==> src/rtl/fp_operand_unpack.sv <==
`default_nettype none
// ============================================================================
// Module   : fp_operand_unpack
// Purpose  : Splits a packed IEEE-754 single-precision operand into sign,
//            widened two's-complement biased exponent and mantissa with the
//            hidden bit restored. Classifies zero/denormal/inf/qNaN/sNaN and
//            pre-normalizes denormals one left shift per cycle so downstream
//            alignment logic always sees a leading 1 for finite non-zeros.
// Ports    : clk, rst_n          - clock, async active-low reset
//            in_valid/in_ready   - operand handshake (ready only when idle)
//            in_operand          - {sign, exp, frac}
//            out_valid/out_ready - result handshake, outputs frozen until taken
//            sign_out, exp_out, mant_out, norm_shift - unpacked fields
//            is_zero, is_denorm, is_inf, is_nan, is_snan - class flags
// Revision : 1.0 - initial release
// ============================================================================
module fp_operand_unpack #(
  parameter int EXP_W     = 8,
  parameter int FRAC_W    = 23,
  parameter int OUT_EXP_W = 10
) (
  input  logic                    clk,
  input  logic                    rst_n,
  input  logic                    in_valid,
  output logic                    in_ready,
  input  logic [EXP_W+FRAC_W:0]   in_operand,
  output logic                    out_valid,
  input  logic                    out_ready,
  output logic                    sign_out,
  output logic [OUT_EXP_W-1:0]    exp_out,
  output logic [FRAC_W:0]         mant_out,
  output logic [4:0]              norm_shift,
  output logic                    is_zero,
  output logic                    is_denorm,
  output logic                    is_inf,
  output logic                    is_nan,
  output logic                    is_snan
);

  typedef enum logic [1:0] {
    IDLE = 2'd0,
    NORM = 2'd1,
    HOLD = 2'd2
  } state_t;

  localparam logic [OUT_EXP_W-1:0] c_EXP_ONE = {{(OUT_EXP_W-1){1'b0}}, 1'b1};

  state_t                 r_state, w_state_nxt;
  logic                   r_sign,   w_sign_nxt;
  logic [OUT_EXP_W-1:0]   r_exp,    w_exp_nxt;
  logic [FRAC_W:0]        r_mant,   w_mant_nxt;
  logic [4:0]             r_shift,  w_shift_nxt;
  logic [4:0]             r_flags,  w_flags_nxt;   // {zero, denorm, inf, nan, snan}

  // Operand field split
  logic                   w_in_sign;
  logic [EXP_W-1:0]       w_in_exp;
  logic [FRAC_W-1:0]      w_in_frac;
  logic [OUT_EXP_W-1:0]   w_in_exp_ext;
  logic                   w_exp_max, w_exp_zero, w_frac_zero;
  logic [FRAC_W:0]        w_mant_sh;

  assign w_in_sign    = in_operand[EXP_W+FRAC_W];
  assign w_in_exp     = in_operand[EXP_W+FRAC_W-1 -: EXP_W];
  assign w_in_frac    = in_operand[FRAC_W-1:0];
  assign w_in_exp_ext = {{(OUT_EXP_W-EXP_W){1'b0}}, w_in_exp};
  assign w_exp_max    = &w_in_exp;
  assign w_exp_zero   = ~|w_in_exp;
  assign w_frac_zero  = ~|w_in_frac;
  assign w_mant_sh    = {r_mant[FRAC_W-1:0], 1'b0};

  always_ff @(posedge clk or negedge rst_n) begin
    if (!rst_n) begin
      r_state <= IDLE;
      r_sign  <= 1'b0;
      r_exp   <= '0;
      r_mant  <= '0;
      r_shift <= '0;
      r_flags <= '0;
    end else begin
      r_state <= w_state_nxt;
      r_sign  <= w_sign_nxt;
      r_exp   <= w_exp_nxt;
      r_mant  <= w_mant_nxt;
      r_shift <= w_shift_nxt;
      r_flags <= w_flags_nxt;
    end
  end

  always_comb begin
    w_state_nxt = r_state;
    w_sign_nxt  = r_sign;
    w_exp_nxt   = r_exp;
    w_mant_nxt  = r_mant;
    w_shift_nxt = r_shift;
    w_flags_nxt = r_flags;
    case (r_state)
      IDLE: begin
        if (in_valid) begin
          w_sign_nxt  = w_in_sign;
          w_shift_nxt = '0;
          w_state_nxt = HOLD;
          if (w_exp_max) begin
            // Inf and NaN both report the all-ones exponent; NaN payload is
            // passed through untouched behind the hidden bit.
            w_exp_nxt  = w_in_exp_ext;
            w_mant_nxt = {1'b1, w_in_frac};
            if (w_frac_zero) begin
              w_flags_nxt = 5'b00100;
            end else begin
              w_flags_nxt = {3'b000, 1'b1, ~w_in_frac[FRAC_W-1]};
            end
          end else if (w_exp_zero) begin
            if (w_frac_zero) begin
              w_exp_nxt   = '0;
              w_mant_nxt  = '0;
              w_flags_nxt = 5'b10000;
            end else begin
              // Denormals carry an effective exponent of 1 before shifting.
              w_exp_nxt   = c_EXP_ONE;
              w_mant_nxt  = {1'b0, w_in_frac};
              w_flags_nxt = 5'b01000;
              w_state_nxt = NORM;
            end
          end else begin
            w_exp_nxt   = w_in_exp_ext;
            w_mant_nxt  = {1'b1, w_in_frac};
            w_flags_nxt = 5'b00000;
          end
        end
      end
      NORM: begin
        w_mant_nxt  = w_mant_sh;
        w_exp_nxt   = r_exp - c_EXP_ONE;
        w_shift_nxt = r_shift + 5'd1;
        if (w_mant_sh[FRAC_W]) begin
          w_state_nxt = HOLD;
        end
      end
      HOLD: begin
        if (out_ready) begin
          w_state_nxt = IDLE;
        end
      end
      default: w_state_nxt = IDLE;
    endcase
  end

  assign in_ready   = (r_state == IDLE);
  assign out_valid  = (r_state == HOLD);
  assign sign_out   = r_sign;
  assign exp_out    = r_exp;
  assign mant_out   = r_mant;
  assign norm_shift = r_shift;
  assign is_zero    = r_flags[4];
  assign is_denorm  = r_flags[3];
  assign is_inf     = r_flags[2];
  assign is_nan     = r_flags[1];
  assign is_snan    = r_flags[0];

endmodule
`default_nettype wire

==> config.mk <==
export PLATFORM = sky130hd
export DESIGN_NAME = fp_operand_unpack
export DESIGN_NICKNAME = d
export VERILOG_FILES = /design/src/rtl/fp_operand_unpack.sv
export SDC_FILE = /design/constraint.sdc
export NUM_CORES = 1
export LEC_CHECK = 0
export CORE_ASPECT_RATIO = 0.75
export CORE_MARGIN = 1
export CORE_UTILIZATION = 45
export DETAILED_ROUTE_END_ITERATION = 10
export PLACE_DENSITY = 0.89
export SLEW_MARGIN = 20
export SYNTH_ARGS = -nofsm -noshare
export SYNTH_HDL_FRONTEND = slang
export SYNTH_SLANG_ARGS = --single-unit
==> constraint.sdc <==
create_clock -name clk -period 2.03 [get_ports clk]
set_clock_uncertainty 0.1 [all_clocks]
set_input_delay 0.406 -clock clk [delete_from_list [all_inputs] [get_ports clk]]
set_output_delay 0.406 -clock clk [all_outputs]
set_load 0.02 [all_outputs]
==> summary.md, run 1 <==
| Metric | Value |
|---|---|
| Outcome | `complete, no violations` |
| # fillers | `382` |
| Buffers on Ports | `82` |
| Non-filler cells, final | `419` |
| Largest net degree at the start of global routing | `48` |
| Clk sinks | `47` |
| Sw frac | `35.48%` |
| Grt ovf | `0` |
| FMAX | `0.5061 GHz` |
| Clock Latency Late Sink | `310 ps` |
| Tot GR Track Use | `27.15%` |
| Die area | `0.005569 sq mm` |
| Max cap viols | `0` |
| Critical path arrival | `1470 ps` |
| 1st-iter DRT viols | `206` |
| FF-to-FF setup slack | `180 ps` |
| DP Area | `0.003387 sq mm` |
| CTS tree | `done` |
| Setup bufs post-CTS | `0` |
| Row count | `22` |
| CP endpoint kind | `primary output` |
| Netlist cell types | `39` |
| Mapped Area | `0.002372 sq mm` |
| RSZ-0062 raised after global routing | `no` |
| Flops & latches, synth | `47` |
| M2 GR Usage | `40.60%` |
| Final min period | `1976 ps` |
| Worst-margin pin slew | `589.5 ps` |
| WL final | `7289 um` |
| Logic pwr share | `36.4%` |
| Remaining DRCs | `0` |
| CP Max Fanout | `8` |
| Commonest non-fill, non-tap cell in the layout | `clkdlybuf4s50_1` |
| Worst Setup Start Kind | `flip-flop` |
| Chip width | `85.84 um` |
| Rel. slew slack | `60.70%` |
| Hold Crit Class | `input port to async pin` |
| Clk pwr share | `20.8%` |
| Post-DP HPWL | `5366 um` |
| Routed len/inst | `17.40 um` |
| P_int | `1.870 mW` |
| Yosys top cell by area | `dfrtp_1` |
| Cell area after layout | `0.003480 sq mm` |
| Yosys warning count | `0` |
| Avg Cell Area, Syn | `9.566 sq um` |
| Worst path bufs/invs | `1` |
| Met3 Usage GRT | `6.497%` |
| Placed insts | `411` |
| CP Data Required Time | `1520 ps` |
| Largest cells by area after synthesis | `dfrtp_1, o21ai_0, a22oi_1` |
| Core Region | `0.004982 sq mm` |
| Slew Viols, Final | `0` |
| Routed vias/inst | `5.888` |
| Register area share after synthesis | `49.58%` |
| IO Count | `83` |
| CP Cell Sequence | `clkdlybuf4s50_1` |
| Hold buffer count at cts | `0` |
| Worst setup margin | `54.30 ps` |
| Wire length of the first global-routing pass | `11470 um` |
| Pre-antenna DRT Iters | `5` |
| Crit Path Category | `flip-flop to primary output` |
| Cell family contributing the most delay on the critical path | `buffers and inverters` |
| Net Sw Power | `1.028 mW` |
| Die height | `64.88 um` |
| Place WS | `-8.282 ps` |
| Initial antenna violation count | `0` |
| Hold Fails Final Rpt | `0` |
| Worst Hold Slack | `77.40 ps` |
| Final Cycle Share | `97.33%` |
| Setup_tns | `0 ps` |
| Area grow syn2layout | `46.68%` |
| Synth top area share | `49.58%` |
| PwrDens | `832.8 mW/mm^2` |
| Worst ir drop on vdd | `0.0006108 V` |
| Final setup fails | `0` |
| GRT busiest layer | `met2` |
| Total power | `2.898 mW` |
| Final core occ | `69.84%` |
| GP Congestion | `0.8624` |
| R2r startpoint | `r_state[0]` |
| Starting Density | `47.61%` |
| Fraction of layout cells with a size suffix above 1 | `11.53%` |
| Slowest CP cell | `clkdlybuf4s50_1` |
| Antenna cells | `0` |
| RR Endpoint | `exp_out[8]` |
| Vias in the first global route | `2280` |
| Total number of H-tree levels | `2` |
| R2R depth | `6` |
| Antenna viol nets, final | `0` |
| Final nets | `384` |
| Longest Clk Path Bufs | `2` |
| Met1 GRT Util | `38.40%` |
| Commonest cells after routing, fill and taps aside | `clkdlybuf4s50_1, dfrtp_1, nand2_1, o21ai_0, buf_4` |
| Clock Pin Slew Worst Setup and Hold Paths | `90 ps` |
| Static Leak | `1.436 nW` |
| Post-Synthesis Cells | `248` |
| Mapped Nets | `286` |
| Routed vias | `2467` |
| CTS root buf | `clkbuf_8` |
| CTS Buf Count | `5` |
| Max stage delay on crit path | `660 ps` |
| Flop pwr share | `42.8%` |
-- metal layers --
layer / wire length, um / share of wire, % / vias to the layer above
li1: - / - / 1133
met1: 3235 / 44 / 1189
met2: 3343 / 46 / 132
met3: 618 / 8.5 / 13
met4: 91 / 1.2 / 0
met5: 0 / 0 / -
-- synth_stat cells (all sizes together) --
| cell | count |
|---|---|
| or4 | 1 |
| nand4 | 5 |
| a311oi | 1 |
| a221o | 1 |
| o22a | 4 |
| a211o | 1 |
| a221oi | 1 |
| ha | 2 |
| nand3 | 6 |
| a22oi | 22 |
| and2b | 1 |
| a22o | 4 |
| nor3 | 5 |
| nor4b | 1 |
| buf | 9 |
| nor3b | 1 |
| o31ai | 4 |
| a32o | 1 |
| or3 | 1 |
| nor2 | 8 |
| o22ai | 9 |
| a2bb2oi | 1 |
| dfrtp | 47 |
| o21ai | 35 |
| mux2i | 4 |
| xnor2 | 1 |
| nor4 | 8 |
| o31a | 1 |
| clkbuf | 8 |
| nand2b | 3 |
| inv | 4 |
| a21oi | 7 |
| nor2b | 4 |
| nand2 | 37 |
-- what timing repair did --
action | in CTS | in global routing
setup endpoints to repair | 2 | 0
hold endpoints to repair | 0 | 0
gates resized for setup | 2 | 0
-- power by group through the flow --
stage / clock, mW / sequential [mW] / combinational, mW
2_1_floorplan: 0 / 1.42 / 0.323
4_1_cts: 0.610 / 1.23 / 1.05
3_3_place_gp: 0 / 1.24 / 1.02
3_5_place_dp: 0 / 1.25 / 1.05
6_report: 0.603 / 1.24 / 1.06
5_1_grt: 0.655 / 1.26 / 1.12
-- sequential cells by signal, indices dropped and copies added (netlist names) --
signal,flops
sign_out,1
r_state,2
mant_out,24
exp_out,10
norm_shift,5
r_flags,5
-- area by class of cell --
cell class | count | area (sq um) | area share [%]
Clock buffer | 7 | 86.33 | 2.481
Clock inverter | 1 | 8.758 | 0.2517
Inverter | 4 | 15.01 | 0.4315
Multi-Input combinational cell | 180 | 1095 | 31.46
Sequential cell | 47 | 1176 | 33.80
Tap cell | 72 | 90.09 | 2.589
Timing Repair Buffer | 108 | 1008 | 28.98
-- cell families after synthesis --
| family | Yosys count | share of synthesized area, % |
|---|---|---|
| AO/OA/AOI/OAI | 92 | 25.47 |
| AND/OR/NAND/NOR | 81 | 17.56 |
| flip-flops | 47 | 49.58 |
| buffers and inverters | 21 | 4.272 |
| multiplexers | 4 | 1.688 |
| adder cells (fa/ha/maj) | 2 | 1.055 |
| XOR/XNOR | 1 | 0.3693 |
-- worst max path at each step --
stage	startpoint	end	cells past startpoint
2_1_floorplan	exp_out[0]	exp_out[8]	6
3_3_place_gp	in_operand[6]	r_flags[3]	6
3_5_place_dp	in_operand[6]	exp_out[0]	6
4_1_cts	exp_out[6]	exp_out[6]	1
5_1_grt	exp_out[6]	exp_out[6]	1
6_report	exp_out[2]	exp_out[2]	1
Note: power is estimated with default switching activity, not from simulation.
==> run 2: changes to the inputs <==
- CORE_ASPECT_RATIO: 0.75 -> 0.5
==> run 2 against run 1 <==
  * Sequential share of layout area rose by 0.39 points
  * Critical path depth unchanged
  * Clock power is 5.5% lower
  * Largest power group unchanged
==> summary.md, run 2 (synthesis gave the netlist of run 1 again) <==
| Metric | Value |
|---|---|
| Outcome | `complete, no violations` |
| Area grow syn2layout | `45.31%` |
| Max stage delay on crit path | `660 ps (about the same)` |
| CP endpoint kind | `primary output` |
| Fraction of layout cells with a size suffix above 1 | `10.85% (-0.68 points)` |
| Commonest non-fill, non-tap cell in the layout | `clkdlybuf4s50_1` |
| Crit path depth | `1 (unchanged)` |
| Routed vias/inst | `5.781 (-1.8%)` |
| Core Region | `0.005000 sq mm (+0.35%)` |
| FMAX | `0.5037 GHz (-0.49%)` |
| Routed vias | `2376 (-3.7%)` |
| Longest Clk Path Bufs | `2 (unchanged)` |
| Worst ir drop on vdd | `0.0003772 V (-38%)` |
| Antenna viol nets, final | `0 (unchanged)` |
| Initial antenna violation count | `0 (unchanged)` |
| Clock Latency Late Sink | `310 ps (about the same)` |
| Largest net degree at the start of global routing | `48 (unchanged)` |
| Hold buffer count at cts | `0 (unchanged)` |
| Final setup fails | `0 (unchanged)` |
| Clock Pin Slew Worst Setup and Hold Paths | `80 ps (about the same)` |
| 1st-iter DRT viols | `162 (-21%)` |
| Tot GR Track Use | `24.83% (-2.3 points)` |
| Antenna cells | `0 (unchanged)` |
| Cell area after layout | `0.003447 sq mm (-0.93%)` |
| Total power | `2.839 mW (-2.0%)` |
| CP Max Fanout | `7 (-1)` |
| Slew Viols, Final | `0 (unchanged)` |
| Final Cycle Share | `97.81% (+0.48 points)` |
| WL final | `6622 um (-9.2%)` |
| Starting Density | `47.45% (-0.17 points)` |
| Total number of H-tree levels | `2 (unchanged)` |
| Commonest cells after routing, fill and taps aside | `clkdlybuf4s50_1, dfrtp_1, nand2_1, o21ai_0` |
| DP Area | `0.003347 sq mm (-1.2%)` |
| CTS Buf Count | `5 (unchanged)` |
| IO Count | `83 (unchanged)` |
| Routed len/inst | `16.11 um (-7.4%)` |
| Final min period | `1985 ps (+9.771 ps)` |
| CTS root buf | `clkbuf_8` |
| Place WS | `45.54 ps (+53.82 ps)` |
| GP Congestion | `0.8486 (-1.6%)` |
| Wire length of the first global-routing pass | `10750 um (-6.3%)` |
| Row count | `18 (-18%)` |
| RSZ-0062 raised after global routing | `no` |
| Vias in the first global route | `2271 (-0.39%)` |
| Worst-margin pin slew | `586.2 ps (-3.326 ps)` |
| Max reg flops | `24 (unchanged)` |
| PwrDens | `823.5 mW/mm^2 (-1.1%)` |
| Die height | `53.34 um (-18%)` |
| Clk sinks | `47 (unchanged)` |
| Static Leak | `1.419 nW (-1.2%)` |
| Worst path bufs/invs | `1 (unchanged)` |
| CTS tree | `done` |
| Setup_tns | `0 ps (unchanged)` |
| Worst setup margin | `44.53 ps (-9.771 ps)` |
| Buffers on Ports | `82 (unchanged)` |
| Crit Path Category | `flip-flop to primary output` |
| Pre-antenna DRT Iters | `5 (unchanged)` |
| Grt ovf | `0 (unchanged)` |
| Critical path arrival | `1480 ps (about the same)` |
| Remaining DRCs | `0 (unchanged)` |
| Final nets | `379 (-1.3%)` |
| Cell family contributing the most delay on the critical path | `buffers and inverters` |
| Chip width | `104.7 um (+22%)` |
| Final core occ | `68.94% (-0.90 points)` |
| Rel. slew slack | `60.92% (+0.22 points)` |
| CP Cell Sequence | `clkdlybuf4s50_1` |
| Hold Crit Class | `input port to async pin` |
| Hold Fails Final Rpt | `0 (unchanged)` |
| Worst Hold Slack | `72.47 ps (-4.930 ps)` |
| Die area | `0.005584 sq mm (+0.26%)` |
| R2R depth | `6 (unchanged)` |
| Worst Setup Start Kind | `flip-flop` |
| CP Data Required Time | `1520 ps (about the same)` |
| Max cap viols | `0 (unchanged)` |
| Non-filler cells, final | `411 (-1.9%)` |
| Post-DP HPWL | `4986 um (-7.1%)` |
| Slowest CP cell | `clkdlybuf4s50_1` |
| Placed insts | `404 (-1.7%)` |
## run 2: per-layer routing
metal  vias to the layer above  wire length [um]  GRT usage (%)
li1                       1115                 -              -
met5                         -                 0              0
met2                        89              3302          43.82
met3                         9               375          4.187
met1                      1163              2869          31.80
met4                         0                75          8.216
## run 2: repair_timing
action,4_1_cts,5_1_grt
gates resized for setup,2,3
endpoints found under the setup margin,2,4
buffers inserted,0,0
## run 2: area by class of cell
cell class | instances | area (sq um)
inverters | 4 | 15.01
clock inverters | 1 | 5.005
multi-input cells | 180 | 1104
clock buffers | 6 | 82.58
fillers | 377 | 1553
well taps | 70 | 87.58
flip-flops and latches | 47 | 1179
repair buffers | 103 | 974.7
## run 2: where the power goes
part	switching (mW)	internal [mW]	total, mW
Combinational	0.514	0.495	1.01
Sequential	0.176	1.08	1.26
Clock	0.303	0.267	0.570
## run 2: path summary, 6_finish.rpt
| check | from | endpoint | slack [ps] |
|---|---|---|---|
| setup / recovery | exp_out[6] | exp_out[6] | 40 |
| hold / removal | rst_n | norm_shift[4] | 70 |
| setup reg to reg | exp_out[0] | exp_out[6] | 160 |
| hold reg to reg | exp_out[9] | exp_out[9] | 380 |
| max in group asynchronous | rst_n | r_state[1] | 1320 |
| min in group clk | exp_out[9] | exp_out[9] | 380 |
==> run 3: changes to the inputs <==
- CAP_MARGIN: default -> 20
- CELL_PAD_IN_SITES_DETAIL_PLACEMENT: default -> 1
- CELL_PAD_IN_SITES_GLOBAL_PLACEMENT: default -> 1
- CORE_UTILIZATION: 45 -> 33
- PLACE_DENSITY: 0.89 -> 0.88
==> run 3 against run 2 <==
  * Sequential share of layout area decreased by 1.4 points
  * Die area up 35%
  * Combinational power rose by 8%
  * Largest power group unchanged
  * Register-to-register slack worse by 70 ps
  * Critical path type unchanged
  * Design area up 4.4%
  * Setup slack worse by 12 ps
  * Final cell count increased by 6.1%
==> summary.md, run 3 (synthesis gave the netlist of run 1 again) <==
| Metric | Value |
|---|---|
| Worst path bufs/invs | `1 (unchanged)` |
| Routed vias/inst | `5.878 (+1.7%)` |
| PwrDens | `922.1 mW/mm^2 (+12%)` |
| Non-filler cells, final | `436 (+6.1%)` |
| Routed len/inst | `21.17 um (+31%)` |
| Routed vias | `2563 (+7.9%)` |
| Area grow syn2layout | `51.69%` |
| Row count | `21 (+3)` |
| Commonest non-fill, non-tap cell in the layout | `clkdlybuf4s50_1` |
| Setup bufs post-CTS | `0 (unchanged)` |
| CTS tree | `done` |
| Final min period | `1998 ps (+12.45 ps)` |
| Max cap viols | `0 (unchanged)` |
| R2R depth | `7 (+1)` |
| Hold buffer count at cts | `0 (unchanged)` |
| Total number of H-tree levels | `2 (unchanged)` |
| Longest Clk Path Bufs | `2 (unchanged)` |
| Worst ir drop on vdd | `0.0003904 V (+3.5%)` |
| Slew Viols, Final | `0 (unchanged)` |
| Die area | `0.007553 sq mm (+35%)` |
| Clk sinks | `47 (unchanged)` |
| CTS Buf Count | `5 (unchanged)` |
| GP Congestion | `0.8962 (+5.6%)` |
| Post-DP HPWL | `6042 um (+21%)` |
| Setup_tns | `0 ps (unchanged)` |
| Largest net degree at the start of global routing | `48 (unchanged)` |
| Die height | `61.96 um (+16%)` |
| CP Data Required Time | `1520 ps (about the same)` |
| Initial antenna violation count | `0 (unchanged)` |
| CP Max Fanout | `6 (-1)` |
| 1st-iter DRT viols | `131 (-19%)` |
| Starting Density | `34.86% (-13 points)` |
| RSZ-0062 raised after global routing | `no` |
| Worst-margin pin slew | `622.9 ps (+36.75 ps)` |
| Wire length of the first global-routing pass | `14130 um (+31%)` |
| Clock Pin Slew Worst Setup and Hold Paths | `60 ps (-20 ps)` |
| Outcome | `complete, no violations` |
| Grt ovf | `0 (unchanged)` |
| R2r startpoint | `exp_out[0]` |
| Final setup fails | `0 (unchanged)` |
| RR Endpoint | `exp_out[8]` |
| Worst Setup Start Kind | `flip-flop` |
| Max stage delay on crit path | `700 ps (+40 ps)` |
| WL final | `9232 um (+39%)` |
| Chip width | `121.9 um (+16%)` |
| CP endpoint kind | `primary output` |
| FF-to-FF setup slack | `90 ps (-70 ps)` |
| Commonest cells after routing, fill and taps aside | `clkdlybuf4s50_1, dfrtp_1, nand2_1, o21ai_0` |
| Slowest CP cell | `clkdlybuf4s50_1` |
| IO Count | `83 (unchanged)` |
| Crit Path Category | `flip-flop to primary output` |
| Rel. slew slack | `58.47% (-2.4 points)` |
| Critical path arrival | `1490 ps (about the same)` |
| Buffers on Ports | `82 (unchanged)` |
| FMAX | `0.5005 GHz (-0.62%)` |
| Final Cycle Share | `98.42% (+0.61 points)` |
| Antenna cells | `0 (unchanged)` |
| Pre-antenna DRT Iters | `7 (+2)` |
| Clock Latency Late Sink | `290 ps (-20 ps)` |
| Remaining DRCs | `0 (unchanged)` |
| Final nets | `381 (+0.53%)` |
| Hold Crit Class | `input port to async pin` |
| Fraction of layout cells with a size suffix above 1 | `11.63% (+0.78 points)` |
| Cell family contributing the most delay on the critical path | `buffers and inverters` |
| Hold Fails Final Rpt | `0 (unchanged)` |
| Core Region | `0.006805 sq mm (+36%)` |
| Tot GR Track Use | `25.05% (+0.22 points)` |
| Static Leak | `1.473 nW (+3.8%)` |
| Antenna viol nets, final | `0 (unchanged)` |
| Placed insts | `428 (+5.9%)` |
| Max reg flops | `24 (unchanged)` |
| CP Cell Sequence | `clkdlybuf4s50_1` |
| CTS root buf | `clkbuf_16` |
| Vias in the first global route | `2711 (+19%)` |
run 3: cell types whose count changed in the layout (fill, tap and decap cells not counted), sizes merged:
cell	change
clkbuf	-1
clkinv	+1
bufinv	+1
buf	+2
dlygate4sd2	+1
dlymetal6s2s	-1
run 3: layout make-up:
class | count | area (sq um)
clock inverter | 3 | 43.79
inverter | 4 | 15.01
timing repair buffer | 105 | 1011
tap | 92 | 115.1
clock buffer | 5 | 125.1
sequential | 47 | 1179
fill | 751 | 3207
multi-input combinational | 180 | 1110
run 3: through the flow:
step                      total power [mW]  cell area (sq um)  hold WS (ps)  util (%)  setup slack, ps
final                                3.318               3598         106.3     52.88            32.08
after floorplan                      1.738               2372         10.41         -            190.6
after global placement               2.273               3415         361.7     50.17            97.74
after global routing                 3.447               3598         159.7     52.88            22.11
after detailed placement             2.326               3415         379.7     50.17            7.820
after CTS                            3.312               3582         139.8     52.64            49.53
run 3: where the power goes:
group          internal [mW]  switching [mW]  total [mW]
combinational          0.511           0.584        1.09
clock                  0.581           0.374       0.955
sequential              1.08           0.183        1.27
run 3: worst max path at each step:
| stage | from | end | slack (ps) | cells past startpoint |
|---|---|---|---|---|
| after CTS | exp_out[6] | exp_out[6] | 50 | 1 |
| final | exp_out[3] | exp_out[3] | 30 | 1 |
| after detailed placement | in_operand[17] | r_flags[3] | 8 | 6 |
| after global routing | exp_out[3] | exp_out[3] | 20 | 1 |
| after floorplan | exp_out[0] | exp_out[8] | 190 | 6 |
| after global placement | in_valid | r_flags[0] | 100 | 5 |
run 3: layer usage:
metal  up-vias  wire [um]  global-route usage (%)
li1       1134          -                       -
met3        35        394                   4.562
met4         0        310                   12.52
met2        99       4667                   45.76
met5         -          0                       0
met1      1295       3859                   29.55
run 3: what timing repair did:
item	in CTS	in global routing
resized for setup	3	3
pin swaps	0	0
endpoints found under the setup margin	2	2
